**config.mk**
```make
export PLATFORM = sky130hd
export DESIGN_NAME = fp_mant_mult_seq
export DESIGN_NICKNAME = d
export VERILOG_FILES = /design/src/rtl/fp_mant_mult_seq_pkg.sv /design/src/rtl/fp_mant_mult_seq.sv
export SDC_FILE = /design/constraint.sdc
export NUM_CORES = 1
export LEC_CHECK = 0
export CORE_ASPECT_RATIO = 0.75
export CORE_MARGIN = 2
export CORE_UTILIZATION = 49
export CTS_CLUSTER_DIAMETER = 30
export DETAILED_ROUTE_END_ITERATION = 6
export PLACE_DENSITY = 0.75
export SLEW_MARGIN = 20
export SYNTH_ARGS = -nofsm -noshare
export SYNTH_HDL_FRONTEND = slang
export SYNTH_SLANG_ARGS = --single-unit
```
**constraint.sdc**
```tcl
create_clock -name clk -period 1.9 [get_ports clk]
set_input_delay 0.19 -clock clk [delete_from_list [all_inputs] [get_ports clk]]
set_output_delay 0.19 -clock clk [all_outputs]
set_load 0.03 [all_outputs]
```
**src/rtl/fp_mant_mult_seq_pkg.sv**
```systemverilog
// Shared types and constants for the sequential mantissa multiplier and exponent stage.
// MW_DEF is the stored mantissa width; BIAS is shared with the exponent generator.
package fp_mant_mult_seq_pkg;

  localparam int MW_DEF  = 3;
  localparam int OPW_DEF = MW_DEF + 1;
  localparam int PW_DEF  = 2 * MW_DEF + 2;
  localparam int BIAS    = 7;

  typedef enum logic [1:0] {
    IDLE = 2'd0,
    MUL  = 2'd1,
    NORM = 2'd2
  } state_t;

endpackage

```
**src/rtl/fp_mant_mult_seq.sv**
```systemverilog
// Shift-and-add mantissa multiply with normalise/truncate; start-to-done is MW+2 edges, fixed.
// One multiply in flight: start is ignored while busy and nothing is queued.
module fp_mant_mult_seq
  import fp_mant_mult_seq_pkg::*;
#(
  parameter int MW = MW_DEF
) (
  input  logic          clk,
  input  logic          rst,
  input  logic          start,
  input  logic          xs,
  input  logic          ys,
  input  logic [MW-1:0] xm,
  input  logic [MW-1:0] ym,
  input  logic          xz,
  input  logic          yz,
  output logic          busy,
  output logic          done,
  output logic          zs,
  output logic [MW-1:0] zm,
  output logic          s,
  output logic          sticky,
  output logic          zz
);

  localparam int OPW = MW + 1;
  localparam int PW  = 2 * MW + 2;
  localparam int CW  = (MW < 1) ? 1 : $clog2(MW + 1);

  state_t          state, state_nxt;
  logic [PW-1:0]   a, p;
  logic [OPW-1:0]  b;
  logic [CW-1:0]   cnt;
  logic            zs_i, zz_i;

  always_comb begin
    state_nxt = state;
    case (state)
      IDLE:    if (start) state_nxt = MUL;
      MUL:     if (cnt == CW'(MW)) state_nxt = NORM;
      NORM:    state_nxt = IDLE;
      default: state_nxt = IDLE;
    endcase
  end

  assign busy = (state != IDLE);

  always_ff @(posedge clk) begin
    if (rst) begin
      state  <= IDLE;
      a      <= '0;
      b      <= '0;
      p      <= '0;
      cnt    <= '0;
      zs_i   <= 1'b0;
      zz_i   <= 1'b0;
      done   <= 1'b0;
      zs     <= 1'b0;
      zm     <= '0;
      s      <= 1'b0;
      sticky <= 1'b0;
      zz     <= 1'b0;
    end else begin
      state <= state_nxt;
      done  <= 1'b0;
      case (state)
        IDLE: begin
          if (start) begin
            a    <= PW'({1'b1, xm});
            b    <= {1'b1, ym};
            p    <= '0;
            cnt  <= '0;
            zs_i <= xs ^ ys;
            zz_i <= xz | yz;
          end
        end
        MUL: begin
          p   <= p + (b[0] ? a : '0);
          a   <= a << 1;
          b   <= b >> 1;
          cnt <= cnt + 1'b1;
        end
        NORM: begin
          done <= 1'b1;
          zs   <= zs_i;
          // Product of two [1,2) values is in [1,4): only the top bit decides normalisation.
          if (zz_i) begin
            zm     <= '0;
            s      <= 1'b0;
            sticky <= 1'b0;
            zz     <= 1'b1;
          end else if (p[PW-1]) begin
            zm     <= p[PW-2 -: MW];
            s      <= 1'b1;
            sticky <= |p[MW:0];
            zz     <= 1'b0;
          end else begin
            zm     <= p[PW-3 -: MW];
            s      <= 1'b0;
            sticky <= |p[MW-1:0];
            zz     <= 1'b0;
          end
        end
        default: ;
      endcase
    end
  end

endmodule

```
==> flow_summary_export.csv <==
group,metric,value,unit
outcome,violations,"negative setup slack",
timing,setup_violations,1,
cells_and_area,diodes,0,
logic_synthesis,ys_types,44,
global_routing,grt_usage,0.194,
setup_path,slowest_stage,"fa_2",
logic_synthesis,ys_async_sr_fraction,0,
run,maxCapViolCount,0,
setup_path,max_stage_delay,360,ps
setup_path,cp-start-kind,"flip-flop",
logic_synthesis,synth_edf_count,0,
cts,clk_path_buf_depth,2,
cells_and_area,instances_no_fill,260,
power,p_per_area,696,nW/um^2
route,drtIter0Drc,76,
route,vias,1484,
die,die_w,72.6,microns
logic_synthesis,synth_nets,218,
route,avgViaCountPerCell,5.71,
timing,fmaxAchievable,526,MHz
timing,final.setup.tns,-1.47,ps
cells_and_area,multi_input_area,1010,sq um
cts,cts.htree.levels,2,
setup_path,crit_fanout,4,
global_routing,grt_max_degree,29,
die,row_count,18,
timing,fin_skew,6.33,ps
cts,insertion_delay,280,ps
cells_and_area,final_util,0.637,
timing,tightest_slew,639,ps
route,drt-pass1-iter-count,4,
timing,relSlewSlack,0.563,
placement,dp_hpwl,2.68,mm
cts,cts_hold_buf,0,
power,total_leakage_power,0.841,nW
timing,slew_violations,0,
timing,min_period_over_period,1.00,
cts,clkSinkCount,34,
route,drtAntennaViolNets,0,
logic_synthesis,avgSynthCellArea,8.82,sq um
logic_synthesis,syn_area,1730,sq um
die,start_util,0.518,
cells_and_area,drive_gt1_frac,0.164,
global_routing,grt_pass1_wl,6.09,mm
logic_synthesis,ys_seq_area_frac,0.394,
placement,gp_congestion,0.900,
timing,layout_min_cycle_time,1900,ps
cells_and_area,register_area,682,sq um
timing,final-hold-violation-count,0,
route,routed_wl,3.73,mm
logic_synthesis,yosysWarningCount,0,
global_routing,antenna_found_initial,0,
logic_synthesis,ys_ff_latch,34,
hold_path,hp-class,"flip-flop to flip-flop",
cts,cts_buffers,5,
logic_synthesis,yosysMostFrequentCell,"nor2_1",
cells_and_area,fin_nets,241,
setup_path,crit_chain,"and2_4 -> ha_4 -> fa_2 -> a21o_1 -> a21oi_2 -> o211ai_1 -> xnor2_1 -> o22ai_1",
placement,placedCellCount,250,
power,ir_drop,503,uV
route,post_drt_wl_per_cell,14.3,microns
route,drc_errors,0,
die,die-area,4020,sq um
outcome,status,"finished, violations left",
die,io_pins,22,
cells_and_area,area_growth,22.8,%
cts,clkTransAtPathRegs,70,ps
global_routing,gr-total-overflow,0,
placement,place.port_buffers,21,
setup_path,timing_worst_setup_path_type,"flip-flop to flip-flop",
global_routing,grt_pass1_vias,1327,
setup_path,required,2060,ps
logic_synthesis,synth_top_area_share,0.394,
cells_and_area,nFillCells,278,
die,core_area,3330,sq um
timing,setup_ws,-1.47,ps
setup_path,arrival,2070,ps
die,die_h,55.4,microns
logic_synthesis,yosys.area.top_type,"dfxtp_1",
logic_synthesis,ys_top_cells_by_count,"40 x nor2_1, 34 x dfxtp_1, 17 x nand2_1",
placement,dp_slack,-19.2,ps
logic_synthesis,synthTopCellsByArea,"dfxtp_1 39%, nor2_1 8.7%, ha_1 5.8%",
cts,cts_tree,"done",
logic_synthesis,synth_cells,196,
cts,cts_root_buffer,"clkbuf_8",
logic_synthesis,synthFlopType,"dfxtp_1",
setup_path,crit_path_end_kind,"flip-flop",
timing,rsz0062_at_grt,"yes",
-- critical path, delay by kind of cell, from the launching register on --
| family | cells | cell delay, ps |
|---|---|---|
| AOI/OAI and AO/OA | 4 | 570 |
| adders and majority gates | 2 | 520 |
| xor gates and xnor gates | 1 | 200 |
| DFF | 1 | 330 |
| and+or+nand+nor | 1 | 160 |
-- final cells by class --
cell class,count,area share
inverters,4,0.00708
clock buffers,7,0.0407
clock inverters,1,0.00236
flip-flops and latches,34,0.321
multi-input cells,145,0.478
repair buffers,29,0.127
well taps,40,0.0236
-- where the power goes --
part | leakage [nW] | internal [W] | total, W | switching, W
Sequential | 0.277 | 0.000739 | 0.000757 | 0.0000187
Combinational | 0.515 | 0.0000791 | 0.000178 | 0.0000986
Clock | 0.0482 | 0.000292 | 0.000542 | 0.000250
-- timing repair --
action,CTS,global route
setup endpoints to repair,1,3
gates cloned,0,0
gates resized for setup,1,6
pin swaps,0,7
buffers inserted,0,2
-- through the flow --
stage          hold slack (ps)  cell area, sq um  total power [W]
2_1_floorplan              338              1740         0.000896
3_3_place_gp               469              1960         0.000942
3_5_place_dp               485              1960         0.000950
4_1_cts                    501              2060          0.00149
5_1_grt                    500              2120          0.00155
6_report                   497              2120          0.00148
-- per-layer routing --
layer  vias to the layer above  track usage  share of wire
met1                       703        0.261           0.46
li1                        735            -              -
met5                         -            0              0
met3                         6       0.0493          0.054
met4                         0       0.0899          0.015
met2                        40        0.291           0.47
-- worst paths after layout --
kind              from   end  slack, ps  depth (start not counted)
hold / removal       s     s        500                          2
setup / recovery  b[0]  p[6]         -1                          8
setup reg to reg  b[0]  p[6]         -1                          8
hold reg to reg      s     s        500                          2
-- cell usage in the layout, fill, tap and decap left out, types with 2 or more instances in the layout --
master | synthesis | layout
and2_1 | 7 | 6
or2_1 | 2 | 2
a21oi_1 | 8 | 6
nand4_1 | 4 | 4
mux2_2 | 2 | 2
clkbuf_8 | 0 | 6
nor3b_1 | 2 | 2
a21o_1 | 2 | 2
a22oi_1 | 13 | 13
a211oi_1 | 3 | 3
nand2b_1 | 2 | 2
nand2_1 | 17 | 17
a21oi_2 | 0 | 2
xnor2_1 | 3 | 3
nor3_1 | 3 | 3
ha_4 | 0 | 4
mux2i_1 | 3 | 3
a311oi_2 | 5 | 5
ha_1 | 8 | 4
nor2_1 | 40 | 40
clkdlybuf4s50_1 | 0 | 21
dfxtp_1 | 34 | 33
inv_1 | 4 | 4
o21ai_0 | 3 | 3
buf_4 | 1 | 8
-- kinds of logic after synthesis --
logic type                 after synthesis  share of synthesized area
adders and majority gates                9                     0.0695
xor gates and xnor gates                 4                     0.0203
DFF                                     34                      0.394
buffers and inverters                   17                     0.0557
and+or+nand+nor                         83                      0.223
muxes                                    6                     0.0391
AOI/OAI and AO/OA                       43                      0.198
-- state kept, by name, indices dropped and copies added, names as in the netlist --
register / count
sticky: 1
zm: 3
zs: 1
done: 1
b: 4
cnt: 2
zz_i: 1
s: 1
zz: 1
a: 8
p: 8
state: 2
zs_i: 1
Power figures use the tool's default switching activity.
==> RTL edit: new RTL, same flow settings <==
Encoding of `state_t`: now one-hot (3 bits for 3 states).
--- a/src/rtl/fp_mant_mult_seq_pkg.sv
+++ b/src/rtl/fp_mant_mult_seq_pkg.sv
@@ -7,10 +7,10 @@
   localparam int PW_DEF  = 2 * MW_DEF + 2;
   localparam int BIAS    = 7;
 
-  typedef enum logic [1:0] {
-    IDLE = 2'd0,
-    MUL  = 2'd1,
-    NORM = 2'd2
+  typedef enum logic [2:0] {
+    IDLE = 3'b001,
+    MUL  = 3'b010,
+    NORM = 3'b100
   } state_t;
 
 endpackage
Function: same outputs for any inputs over 10 cycles, from zero or initial values and one cycle with rst high; not proved beyond that.
==> RTL edit against the unedited design <==
- sequential cell count increased by 1
- fmax is 2.6% higher
- routed wire length up 5.7%
- worst setup slack better by 48 ps
- cell count grew 0.77%
- non-clock buffer count grew 6
- final area grew 4.0%
- area after synthesis fell by 3.0%
- die area down 2.8%
- synthesized cell count is 3.6% lower
- total power down 0.50%
==> RTL edit: results <==
group,metric,value,unit
critical_path,timing.critical_path.max_delay_family,"adder cells",
clock_tree,cts.repair.resized,3,
drt,detailedRoute.firstIterationViolations,67,
power_and_ir_drop,internal-power,1.12,mW
final_layout,design.final.nets,244,
global_route,track_usage,20.8,%
final_layout,layout-drive-gt1-share,19.8,%
drt,wl,3940,microns
placement,detailedPlacementHpwl,2820,microns
timing,max-slew-margin-rel,70.6,%
logic_synthesis,synth_xor_area_share,1.57,%
drt,dr_total_vias,1526,
run_status,outcome,"completed",
logic_synthesis,synth_nets,211,
critical_path,timing.critical_path.fanout_max,5,
logic_synthesis,synthAdderAreaFrac,7.16,%
final_layout,ff_latch_area,702,sq um
placement,gp_routability_congestion,0.915,
placement,cell_count_after_placement,253,
logic_synthesis,synth_common_cells,"dfxtp_1 (35), nor2_1 (28), nand2_1 (17), a21oi_1 (11)",
logic_synthesis,synth_area_per_cell,8.87,sq um
clock_tree,postCtsSetupBuffers,2,
timing,setup_slack,46.4,ps
logic_synthesis,synth_area_leaders,"dfxtp_1 (42%), nor2_1 (6.3%), ha_1 (6.0%)",
final_layout,layoutNonFillerInstCount,262,
logic_synthesis,ys_seq_area_share,41.8,%
logic_synthesis,synth_mux_area_share,3.06,%
global_route,via_count_of_the_first_global_routing_pass,1394,
RTL edit: changes by cell type in the layout (fill, tap and decap cells not counted), moves of 3 or more:
cell / delta
a21oi_1: +3
a22o_1: +8
a22oi_1: -13
a311oi_1: +5
a311oi_2: -5
buf_4: +6
nand3_1: +4
nand3b_1: +4
nand4_1: -4
nor2_1: -12
nor3_1: +4
RTL edit: logic make-up (layout without fill, tap and decap cells):
logic type      Yosys count  after routing
xor+xnor                  3              3
simple gates             83             83
buf+inv                  12             45
compound gates           42             42
flops                    35             35
fa+ha+maj                 9              9
mux                       5              5
RTL edit: how the worst min path moves through the flow:
| stage | from | end | slack (ps) | depth (start not counted) |
|---|---|---|---|---|
| after detailed placement | zz | zz | 460 | 2 |
| after global placement | zz | zz | 440 | 2 |
| after global routing | zz | zz | 490 | 2 |
| after CTS | xm[1] | a[1] | 470 | 3 |
| final | zs | zs | 470 | 2 |
| after floorplan | ym[1] | b[1] | 350 | 2 |
RTL edit: area by class of cell:
cell class / count / share of cell area, %
Clock buffer: 6 / 3.74
Clock inverter: 1 / 0.227
Inverter: 3 / 0.510
Multi-Input combinational cell: 142 / 47.1
Sequential cell: 35 / 31.8
Tap cell: 40 / 2.27
Timing Repair Buffer: 35 / 14.4
RTL edit: power by group through the flow:
stage          combinational [mW]  sequential, mW  clock, mW
2_1_floorplan              0.0875           0.791          0
5_1_grt                     0.175           0.784      0.566
3_3_place_gp                0.147           0.794          0
3_5_place_dp                0.152           0.796          0
4_1_cts                     0.153           0.780      0.541
6_report                    0.159           0.781      0.530
RTL edit: layer usage:
metal | vias to the layer above | global-route usage, % | part of all wire [%]
met5 | - | 0 | 0
met4 | 0 | 6.60 | 2.0
met3 | 8 | 5.52 | 5.9
met2 | 53 | 38.0 | 49
met1 | 718 | 24.5 | 43
li1 | 747 | - | -
